**src/rtl/dmem_sram_ctrl_pkg.sv**
```systemverilog
`default_nettype none
// ============================================================================
// dmem_sram_ctrl_pkg : shared CPU defines (memory op codes, data-port states)
// Revision 1.0
// ============================================================================
package dmem_sram_ctrl_pkg;

  localparam logic [5:0] OP_LB  = 6'd1;
  localparam logic [5:0] OP_LBU = 6'd2;
  localparam logic [5:0] OP_LH  = 6'd3;
  localparam logic [5:0] OP_LHU = 6'd4;
  localparam logic [5:0] OP_LW  = 6'd5;
  localparam logic [5:0] OP_SB  = 6'd6;
  localparam logic [5:0] OP_SH  = 6'd7;
  localparam logic [5:0] OP_SW  = 6'd8;

  typedef enum logic [1:0] {
    IDLE      = 2'd0,
    WAIT_ADDR = 2'd1,
    WAIT_DATA = 2'd2
  } dmem_state_t;

endpackage
`default_nettype wire

```
**src/rtl/mem_lane_ext.sv**
```systemverilog
`default_nettype none
// ============================================================================
// mem_lane_ext : byte-lane steering (store align/strobe, load shift/extend)
// Revision 1.0
// ============================================================================
module mem_lane_ext
  import dmem_sram_ctrl_pkg::*;
(
  input  logic [5:0]  st_op,
  input  logic [1:0]  st_lo,
  input  logic [31:0] st_wdata,
  output logic [1:0]  st_size,
  output logic [3:0]  st_wstrb,
  output logic [31:0] st_wdata_al,
  input  logic [5:0]  ld_op,
  input  logic [1:0]  ld_lo,
  input  logic [31:0] ld_raw,
  output logic [31:0] ld_data
);

  logic [31:0] w_shifted;

  always_comb begin
    st_size     = 2'd2;
    st_wstrb    = 4'h0;
    st_wdata_al = st_wdata;
    case (st_op)
      OP_LB, OP_LBU: st_size = 2'd0;
      OP_LH, OP_LHU: st_size = 2'd1;
      OP_SB: begin
        st_size     = 2'd0;
        st_wstrb    = 4'b0001 << st_lo;
        st_wdata_al = {4{st_wdata[7:0]}};
      end
      OP_SH: begin
        st_size     = 2'd1;
        st_wstrb    = 4'b0011 << st_lo;
        st_wdata_al = {2{st_wdata[15:0]}};
      end
      OP_SW: st_wstrb = 4'hF;
      default: ;
    endcase
  end

  assign w_shifted = ld_raw >> {ld_lo, 3'b000};

  always_comb begin
    ld_data = 32'h0;
    case (ld_op)
      OP_LB:  ld_data = {{24{w_shifted[7]}}, w_shifted[7:0]};
      OP_LBU: ld_data = {24'h0, w_shifted[7:0]};
      OP_LH:  ld_data = {{16{w_shifted[15]}}, w_shifted[15:0]};
      OP_LHU: ld_data = {16'h0, w_shifted[15:0]};
      OP_LW:  ld_data = w_shifted;
      default: ;
    endcase
  end

endmodule
`default_nettype wire

```
**src/rtl/dmem_sram_ctrl.sv**
```systemverilog
`default_nettype none
// ============================================================================
// dmem_sram_ctrl : E-stage data port to an SRAM-like bus, one access in flight
// Revision 1.0
// ============================================================================
module dmem_sram_ctrl
  import dmem_sram_ctrl_pkg::*;
#(
  parameter int PHYS_MAP = 1
) (
  input  logic        clk,
  input  logic        rst,
  input  logic        E_mem_en,
  input  logic        E_mem_wen,
  input  logic [5:0]  E_mem_op,
  input  logic [31:0] E_mem_addr,
  input  logic [31:0] E_mem_wdata,
  input  logic        E_flush,
  output logic        d_stall,
  output logic [31:0] M_mem_rdata,
  output logic        data_req,
  output logic        data_wr,
  output logic [1:0]  data_size,
  output logic [31:0] data_addr,
  output logic [31:0] data_wdata,
  output logic [3:0]  data_wstrb,
  input  logic        data_addr_ok,
  input  logic        data_data_ok,
  input  logic [31:0] data_rdata
);

  dmem_state_t r_state, w_next;

  logic        r_wr;
  logic [1:0]  r_size;
  logic [31:0] r_addr;
  logic [31:0] r_wdata;
  logic [3:0]  r_wstrb;
  logic [5:0]  r_op;
  logic        r_cancel;
  logic [31:0] r_rdata;
  logic [5:0]  r_ld_op;
  logic [1:0]  r_ld_lo;

  logic        w_issue;
  logic        w_capture;
  logic [31:0] w_e_addr;
  logic [1:0]  w_e_size;
  logic [3:0]  w_e_wstrb;
  logic [31:0] w_e_wdata;

  assign w_issue  = E_mem_en & ~E_flush;
  assign w_e_addr = (PHYS_MAP != 0) ? {3'b000, E_mem_addr[28:0]} : E_mem_addr;

  // Extension uses the op/offset frozen with the captured data, so a flushed
  // or store access never disturbs the value seen by the M stage.
  mem_lane_ext u_lane (
    .st_op       (E_mem_op),
    .st_lo       (E_mem_addr[1:0]),
    .st_wdata    (E_mem_wdata),
    .st_size     (w_e_size),
    .st_wstrb    (w_e_wstrb),
    .st_wdata_al (w_e_wdata),
    .ld_op       (r_ld_op),
    .ld_lo       (r_ld_lo),
    .ld_raw      (r_rdata),
    .ld_data     (M_mem_rdata)
  );

  always_ff @(posedge clk or posedge rst) begin
    if (rst) r_state <= IDLE;
    else     r_state <= w_next;
  end

  always_comb begin
    w_next     = r_state;
    data_req   = 1'b0;
    data_wr    = r_wr;
    data_size  = r_size;
    data_addr  = r_addr;
    data_wdata = r_wdata;
    data_wstrb = r_wstrb;
    d_stall    = 1'b0;
    case (r_state)
      IDLE: begin
        data_req   = w_issue;
        data_wr    = E_mem_wen;
        data_size  = w_e_size;
        data_addr  = w_e_addr;
        data_wdata = w_e_wdata;
        data_wstrb = w_e_wstrb;
        d_stall    = w_issue;
        if (w_issue) w_next = data_addr_ok ? WAIT_DATA : WAIT_ADDR;
      end
      WAIT_ADDR: begin
        data_req = 1'b1;
        d_stall  = 1'b1;
        if (data_addr_ok) w_next = WAIT_DATA;
      end
      WAIT_DATA: begin
        d_stall = ~data_data_ok;
        if (data_data_ok) w_next = IDLE;
      end
      default: w_next = IDLE;
    endcase
  end

  assign w_capture = (r_state == WAIT_DATA) & data_data_ok & ~r_wr & ~r_cancel & ~E_flush;

  always_ff @(posedge clk or posedge rst) begin
    if (rst) begin
      r_wr     <= 1'b0;
      r_size   <= 2'd0;
      r_addr   <= 32'h0;
      r_wdata  <= 32'h0;
      r_wstrb  <= 4'h0;
      r_op     <= 6'h0;
      r_cancel <= 1'b0;
      r_rdata  <= 32'h0;
      r_ld_op  <= 6'h0;
      r_ld_lo  <= 2'd0;
    end else begin
      if ((r_state == IDLE) && w_issue) begin
        r_wr     <= E_mem_wen;
        r_size   <= w_e_size;
        r_addr   <= w_e_addr;
        r_wdata  <= w_e_wdata;
        r_wstrb  <= w_e_wstrb;
        r_op     <= E_mem_op;
        r_cancel <= 1'b0;
      end else if ((r_state != IDLE) && E_flush) begin
        r_cancel <= 1'b1;
      end
      if (w_capture) begin
        r_rdata <= data_rdata;
        r_ld_op <= r_op;
        r_ld_lo <= r_addr[1:0];
      end
    end
  end

endmodule
`default_nettype wire

```
**config.mk**
```make
export PLATFORM = sky130hd
export DESIGN_NAME = dmem_sram_ctrl
export DESIGN_NICKNAME = d
export VERILOG_FILES = /design/src/rtl/dmem_sram_ctrl_pkg.sv /design/src/rtl/mem_lane_ext.sv /design/src/rtl/dmem_sram_ctrl.sv
export SDC_FILE = /design/constraint.sdc
export NUM_CORES = 1
export LEC_CHECK = 0
export ABC_AREA = 1
export BUFFER_PORTS_ARGS = -buffer_cell sky130_fd_sc_hd__buf_4
export CAP_MARGIN = 20
export CORE_ASPECT_RATIO = 1.75
export CORE_MARGIN = 4
export CORE_UTILIZATION = 55
export CTS_CLUSTER_DIAMETER = 100
export DETAILED_ROUTE_END_ITERATION = 8
export PLACE_DENSITY = 0.86
export SLEW_MARGIN = 20
export SYNTH_ARGS = -nofsm -noshare
export SYNTH_HDL_FRONTEND = slang
export SYNTH_SLANG_ARGS = --single-unit
```
**constraint.sdc**
```tcl
create_clock -name clk -period 10.7 [get_ports clk]
set_input_delay 1.605 -clock clk [delete_from_list [all_inputs] [get_ports clk]]
set_output_delay 1.605 -clock clk [all_outputs]
set_load 0.05 [all_outputs]
```
# After elaboration in Yosys (flattened, before gate mapping)
# Index checks and enable logic that the tools add are counted.
# totals
inputBits,109
regBits,117
# op_classes
n_shift,3
muxes,18
n_eq_ne,17
bitwise,9
n_reduce_logical,8
# op_table
cell,count
$pmux 32 s5,1
$pmux 32 s2,1
$mux 32,1
$shr 32x5->32,1
$eq 6x3->1 const B,5
$mux 29,1
$eq 6x2->1 const B,4
$eq 6x1->1 const B,2
$pmux 4 s3,1
$mux 2,5
$eq 6x4->1 const B,1
$ne 2x2->1 const B,3
$pmux 2 s3,1
$reduce_or 3->1,2
$and 1x1->1,5
$mux 4,1
$not 1->1,4
$pmux 2 s2,1
$reduce_bool 2->1,2
$shl 1x2->4 const A,1
$shl 2x2->4 const A,1
$mux 1,3
$pmux 1 s3,1
$reduce_and 3->1,1
other kinds (5),6

# Logic depth before layout (Yosys ltp)
# Gate-level depths: netlist of the first run.
# depth
depth_word,5
mapped_depth,9
mapped_depth_nobuf,9

# Cells and area by module
# From an unflattened synthesis of the first run, not the netlist that was laid out.
# hier_totals
hier_cells,1016
area_unflattened_um2,7018.0
# by_module_without_submodules
mod,area_each_um2,seq_area_each_um2,cells_per_inst,n_inst
dmem_sram_ctrl,5385.2,2927.8,674,1
mem_lane_ext,1632.8,0.0,342,1

# Least setup slack after synthesis of the first run
# OpenSTA, ideal clock, no wires.
# synth_timing
kind,input -> output
start,in E_mem_op[5]
end,out data_wdata[21]
required_time_ns,9.095
n_path_buf,1
setup_slack_ns,5.729
stages,6
arrival_time_ns,3.366
cell_sequence,nor2_2 > nand3_1 > buf_2 > inv_2 > o21ai_0 > o21ai_0
# synth_via
elab_chain_cells,3
elab_cells_between_ends,4
classes_between,2 x eq/ne; 2 x mux
# synth_lines
element,line_no,text
from (decl),dmem_sram_ctrl.sv:15,"input logic [5:0] E_mem_op,"
$eq 6x3->1,mem_lane_ext.sv:27,case (st_op)
$pmux 32 s2 (*),mem_lane_ext.sv:27,
$mux 32 (*),dmem_sram_ctrl.sv:84,case (r_state)
to (decl),dmem_sram_ctrl.sv:25,"output logic [31:0] data_wdata,"
# Every way passes the cells marked *; elsewhere a longest branch is shown, timed or not.

# Final worst setup path of the first run
# layout_timing
start,reg r_state[1]
end,out d_stall
# layout_via
elab_chain_cells,2
elab_cells_between_ends,4
classes_between,2 x eq/ne; 1 x mux; 1 x reduce/logical
# layout_lines
element,line_no,text
from (decl),dmem_sram_ctrl.sv:32,"dmem_state_t r_state, w_next;"
from (signal assigned),dmem_sram_ctrl.sv:72,else r_state <= w_next;
$eq 2x2->1 (tied with other cells),dmem_sram_ctrl.sv:84,
$pmux 1 s3 (*),dmem_sram_ctrl.sv:84,
to (decl),dmem_sram_ctrl.sv:19,"output logic d_stall,"
# Marked as above.

==> results of run 1 <==
==> critical path, stage by stage (launching register included) <==
cell	delay (ns)
dfrtp_1	0.44
nor2_4	0.10
buf_4	0.64
inv_2	0.55
nor2_4	0.18
buf_4	0.68
nor2_1	0.12
inv_1	0.11
nor2_1	0.04
inv_1	0.08
buf_4	0.20
==> power by group <==
group	leakage (uW)	switching [uW]	internal (uW)	total (uW)
Sequential	0.00141	69.5	568	638
Clock	0.000284	214	369	583
Combinational	0.00308	502	226	728
==> worst paths after layout <==
path                               to  slack, ns       start
max in group asynchronous   r_addr[0]       8.11         rst
min in group asynchronous  r_addr[21]       1.32         rst
max                           d_stall       5.51  r_state[1]
max reg2reg                   r_op[2]       6.97  r_state[1]
min reg2reg                   r_op[1]       0.48     r_op[1]
min                           r_op[1]       0.48     r_op[1]
==> layer usage <==
metal / track usage, % / wire length [um] / up-vias / part of all wire [%]
li1: - / - / 3338 / -
met1: 28.70 / 6534 / 2994 / 36
met2: 50.73 / 10000 / 248 / 55
met3: 7.312 / 1334 / 35 / 7.3
met4: 10.51 / 402 / 0 / 2.2
met5: 0 / 0 / - / 0
==> cells in the final DEF (no fill, tap or decap) <==
cell type | Yosys | layout
nor2_1 | 47 | 47
dfrtp_1 | 117 | 117
nand4_1 | 2 | 2
clkinv_4 | 0 | 3
buf_4 | 4 | 213
nand3_1 | 42 | 41
o21ai_0 | 134 | 134
clkbuf_16 | 0 | 17
nor3_1 | 3 | 3
clkbuf_1 | 28 | 1
inv_2 | 4 | 4
nor2_2 | 3 | 3
nand3_2 | 0 | 1
inv_1 | 102 | 101
clkinv_2 | 0 | 1
o21ai_1 | 19 | 19
nor2_4 | 2 | 2
conb_1 | 1 | 3
a21oi_1 | 37 | 37
bufinv_16 | 0 | 3
inv_4 | 0 | 1
clkinvlp_4 | 0 | 4
a21boi_0 | 1 | 1
nand2_1 | 376 | 376
o21a_1 | 6 | 6
a22oi_1 | 1 | 1
o21bai_1 | 1 | 1
nor3_2 | 1 | 1
inv_6 | 0 | 3
==> cell type report <==
class | count | area [um^2] | share of cell area, %
flip-flops and latches | 117 | 2928 | 33.99
multi-input cells | 678 | 2912 | 33.80
repair buffers | 213 | 1599 | 18.56
clock buffers | 18 | 429.2 | 4.982
inverters | 106 | 400.4 | 4.648
clock inverters | 14 | 177.7 | 2.062
well taps | 135 | 168.9 | 1.961
==> state kept, by name, summed over array words and instances (netlist names) <==
name,flops
r_op,6
r_size,2
r_wdata,32
r_ld_op,6
r_wstrb,4
r_cancel,1
r_rdata,32
r_addr,29
r_wr,1
r_state,2
r_ld_lo,2
==> through the flow <==
stage	cells	hold slack (ns)	total power [uW]	utilization (%)
2_1_floorplan	956	0.4426	1161	-
3_3_place_gp	1249	0.4543	1353	69.14
3_5_place_dp	1249	0.4591	1373	69.14
4_1_cts	1281	0.4741	1961	74.38
5_1_grt	1281	0.4975	2072	74.38
6_report	1281	0.4753	1948	74.38
==> Yosys cell counts (3+ instances only) <==
master    count  area share [%]
a21oi_1      37             2.9
buf_2        20             1.5
buf_4         4            0.46
clkbuf_1     28             1.6
dfrtp_1     117              45
inv_1       102             5.9
inv_2         4            0.23
nand2_1     376              22
nand3_1      42             3.2
nor2_1       47             2.7
nor2_2        3            0.29
nor3_1        3            0.23
o21a_1        6            0.70
o21ai_0     134              10
o21ai_1      19             1.5
==> kinds of logic after synthesis <==
family                 synth area share, %
AO/OA/AOI/OAI                        15.72
buffers and inverters                10.06
flip-flops                           45.19
other                              0.05788
AND/OR/NAND/NOR                      28.97
==> results by group, run 1 <==
Run status
  • Status: complete, no violations

Worst setup path
  • CP Max Fanout: 96
  • Crit path capture type: primary output
  • CP Class: flop to primary output
  • Worst r2r path cells: 8
  • CP required: about 9.1 ns
  • WP data arrival: about 3.6 ns
  • CP Launch Type: flop

Drt
  • ANT nets after route: 0
  • Vias: between 6000 and 7000
  • Avg Vias per Cell: about 5.2
  • WL final: between 15 and 20 mm
  • DR pass1 iterations: 5
  • 1st-iter DRT viols: 330
  • Drc violations: 0
  • Routed WL per cell: around 14 um

Placed design
  • Dpl hpwl: roughly 13 mm
  • DP Worst Slack: between 5 and 6 ns
  • Area after DPL: about 8000 um^2
  • Buffers on Ports: 207
  • GPL Wtd Cong: slightly below 0.9

Timing
  • Crit path time final: around 5.2 ns
  • Max Clock Skew: just under 0.007 ns
  • Max Clock Freq: around 190 MHz
  • Final Max Tran Viols: 0
  • Period utilisation layout: between 40% and 50%
  • Final hold violations: 0
  • Worst Tran Pin Value: about 0.9 ns
  • Setup-failing EPs final: 0
  • Worst slew margin: about two fifths
  • Setup TNS: 0 ns
  • Worst Slack Setup Final: around 5.5 ns
  • RSZ-0062 raised after global routing: false

Flow run
  • Maxcap violations: 0

Clock tree
  • Number of setup buffers added after CTS: 0
  • Clock tree buffer depth: 2
  • H-tree Lvls: 4
  • Clock Sinks: approximately 120
  • Worst-path clk slew: 0.06 ns
  • CTS Buf Count: 17
  • Resize count post-CTS: 0
  • CTS Hold Bufs: 0
  • Worst-skew pair later-pin latency: around 0.4 ns
  • Root Driver: clkbuf_16
  • CTS tree: done

Final layout
  • Share of layout cells above drive strength 1: between 20% and 30%
  • Fill cells: between 900 and 1000
  • Nets@finish: 1242
  • Synth-to-layout area growth: 32.97%
  • Antenna cells: 0
  • Fin area: between 8000 and 9000 um^2

Logic synthesis
  • Async set-reset flop share out of synthesis: between 90% and 100%
  • Synth cell types: 24
  • Gate Count Post-Synth: 954
  • Yosys warning count: 0
  • Dominant synthesized flop cell: dfrtp_1
  • Syn_area_per_cell: 6.791 um^2
  • Post-synth EDFFs: 0
  • Synthesized area: 6479 um^2
  • Synth Register Bits: about 120
  • Sequential element share of the synthesized area: 45.19%

Power
  • VDD IR max: ~150 uV
  • Power Density: around 230 nW/um^2
  • Leakage Power: 0.004775 uW

GRT
  • Largest net degree at the start of global routing: 97
  • Initial antenna violation count: 0
  • Total gr overflow: 0
  • First-pass GRT wire length: ~30 mm
  • Overall Global Routing Usage: between 20% and 30%
  • Vias in the first global route: 6460

Die
  • Overall die height: 151.6 um
  • Die area: 13650 um^2
  • Initial Util: ~56%
  • Io pins: between 200 and 250
  • Die X: between 90 and 100 um
  • Site row count: 52
  • Core box area: 11580 um^2

Min path
  • Hold Crit Class: flop to flop
  • WHS Path Cells: 2
Note: power is estimated with default switching activity, not from simulation.
==> run 2, diff against run 1 <==
--- a/config.mk
+++ b/config.mk
@@ -10,10 +10,10 @@
 export CAP_MARGIN = 20
 export CORE_ASPECT_RATIO = 1.75
 export CORE_MARGIN = 4
-export CORE_UTILIZATION = 55
+export CORE_UTILIZATION = 51
 export CTS_CLUSTER_DIAMETER = 100
 export DETAILED_ROUTE_END_ITERATION = 8
-export PLACE_DENSITY = 0.86
+export PLACE_DENSITY = 0.8
 export SLEW_MARGIN = 20
 export SYNTH_ARGS = -nofsm -noshare
 export SYNTH_HDL_FRONTEND = slang
==> constraint.sdc (replaced) <==
create_clock -name clk -period 5.2 [get_ports clk]
set_input_delay 0.78 -clock clk [delete_from_list [all_inputs] [get_ports clk]]
set_output_delay 0.78 -clock clk [all_outputs]
set_load 0.05 [all_outputs]
==> run 2 against run 1 <==
Against the previous run:
- via count shrank 0.26%
- worst hold slack is essentially flat
- cell area grew 0.78%
- highest routed layer unchanged
- first-iteration DRC count shrank 7.3%
- clock power grew 110%
==> results by group, run 2 (synthesis gave the netlist of run 1 again) <==
Run status
  • Status: complete, no violations

Timing
  • Max Clock Freq: roughly 280 MHz
  • Period utilisation layout: about two thirds
  • Final hold violations: 0 (unchanged)
  • Worst slew margin: 39.54% (-1.3 points)
  • Final Max Tran Viols: 0 (unchanged)
  • Worst Tran Pin Value: 0.9069 ns (+0.01966 ns)
  • Setup TNS: 0 ns (unchanged)
  • Worst Slack Setup Final: 1.636 ns (-3.879 ns)
  • Max Clock Skew: 0.008882 ns (+0.002056 ns)
  • Crit path time final: approximately 3.6 ns
  • Setup-failing EPs final: 0 (unchanged)
  • RSZ-0062 raised after global routing: false

Die
  • Die X: 93.20 um (+3.5%)
  • Site row count: 54 (+3.8%)
  • Io pins: 214 (unchanged)
  • Overall die height: 157.1 um (+3.6%)
  • Initial Util: 52.11% (-3.8 points)
  • Die area: 14640 um^2 (+7.3%)
  • Core box area: 12430 um^2 (+7.3%)

Worst setup path
  • Bufs and invs on worst path: 2 (-4)
  • WP data arrival: 2.78 ns (-0.80 ns)
  • CP Max Fanout: 28 (-71%)
  • Crit path capture type: primary output
  • Critical Path Slowest Stage Cell: dfrtp_1
  • CP Launch Type: flop
  • CP peak stage delay: 0.85 ns (+0.17 ns)
  • Cells along the critical path: inv_1, o21ai_0, nand2_1, nand3_1, buf_4
  • CP Class: flop to primary output
  • CP required: 4.42 ns (-4.68 ns)
  • Kind of cell adding the most delay to the critical path: flip-flops

Final layout
  • Synth-to-layout area growth: 34.01%
  • Fill cells: 1118 (+24%)
  • Biggest regs: r_rdata x32, r_wdata x32, r_addr x29
  • Fin area: 8682 um^2 (+0.78%)
  • Commonest non-fill, non-tap cells in the layout: nand2_1 (376), buf_4 (213), o21ai_0 (134)
  • Antenna cells: 0 (unchanged)
  • Nets@finish: 1242 (unchanged)
  • Share of layout cells above drive strength 1: 22.51% (+0.17 points)
  • Commonest non-fill, non-tap cell in the layout: nand2_1

Clock tree
  • H-tree Lvls: 4 (unchanged)
  • CTS Buf Count: 17 (unchanged)
  • Resize count post-CTS: 0 (unchanged)
  • CTS tree: done
  • Number of setup buffers added after CTS: 0 (unchanged)
  • Clock Sinks: 117 (unchanged)
  • Worst-skew pair later-pin latency: 0.40 ns (about the same)
  • Worst-path clk slew: 0.05 ns (about the same)
  • CTS Hold Bufs: 0 (unchanged)
  • Clock tree buffer depth: 2 (unchanged)
  • Root Driver: clkbuf_16

Flow run
  • Maxcap violations: 0 (unchanged)

Drt
  • ANT nets after route: 0 (unchanged)
  • Avg Vias per Cell: 5.021 (-2.8%)
  • Drc violations: 0 (unchanged)
  • 1st-iter DRT viols: 306 (-7.3%)
  • DR pass1 iterations: 6 (+1)
  • Routed WL per cell: 14.05 um (-1.5%)
  • Vias: 6598 (-0.26%)
  • WL final: 18.46 mm (+1.0%)

GRT
  • Vias in the first global route: 6364 (-1.5%)
  • Largest net degree at the start of global routing: 96 (-1.0%)
  • Total gr overflow: 0 (unchanged)
  • Initial antenna violation count: 0 (unchanged)
  • Overall Global Routing Usage: 25.94% (-1.1 points)
  • First-pass GRT wire length: 29.97 mm (+0.83%)

Placed design
  • DP Worst Slack: 1.293 ns (-4.601 ns)
  • Buffers on Ports: 207 (unchanged)
  • Dpl hpwl: 13.40 mm (+2.5%)
  • GPL Wtd Cong: 0.8683 (-1.3%)
  • Area after DPL: 8049 um^2 (+0.52%)

Power
  • VDD IR max: 345.1 uV (+120%)
  • Power Total: 4057 uW (+110%)
  • Power Density: 467.3 nW/um^2 (+110%)
  • Leakage Power: 0.004797 uW (+0.44%)

Min path
  • Hold Crit Class: flop to flop
run 2: where the power goes:
part	internal [uW]	switching, uW
Combinational	464	1020
Sequential	1170	156
Clock	806	437
run 2: worst paths after layout:
| kind | start | end | slack [ns] | cells past startpoint |
|---|---|---|---|---|
| max | r_ld_lo[1] | M_mem_rdata[27] | 1.64 | 5 |
| max in group asynchronous | rst | r_wdata[5] | 3.49 | 3 |
| min | r_op[1] | r_op[1] | 0.48 | 2 |
| min reg2reg | r_op[1] | r_op[1] | 0.48 | 2 |
| max reg2reg | r_state[1] | r_wdata[21] | 2.38 | 7 |
| min in group asynchronous | rst | r_rdata[1] | 0.57 | 2 |
run 2: worst min-delay path, delay by kind of cell (launching register included):
family / cells / cell delay [ns]
and+or+nand+nor: 2 / 0.11
DFF: 1 / 0.34
run 2: metal layers:
metal  track usage, %  wire [um]
met2            47.06       9944
met3            7.078       1299
met5                0          0
met1            28.29       6653
met4            10.55        565
run 2: metrics by stage:
step	util, %	instances	hold slack, ns
finish	69.84	1314	0.4755
global route	69.84	1314	0.4979
CTS	69.80	1314	0.4756
detailed placement	64.74	1282	0.4596
global placement	64.74	1282	0.4553
floorplan	-	956	0.4426
run 2: layout make-up:
type	count	area (um^2)	share of cell area, %
clock buffers	17	425.4	4.900
clock inverters	15	202.7	2.335
inverters	106	400.4	4.612
well taps	168	210.2	2.421
repair buffers	213	1599	18.42
flip-flops and latches	117	2928	33.72
multi-input cells	678	2917	33.59
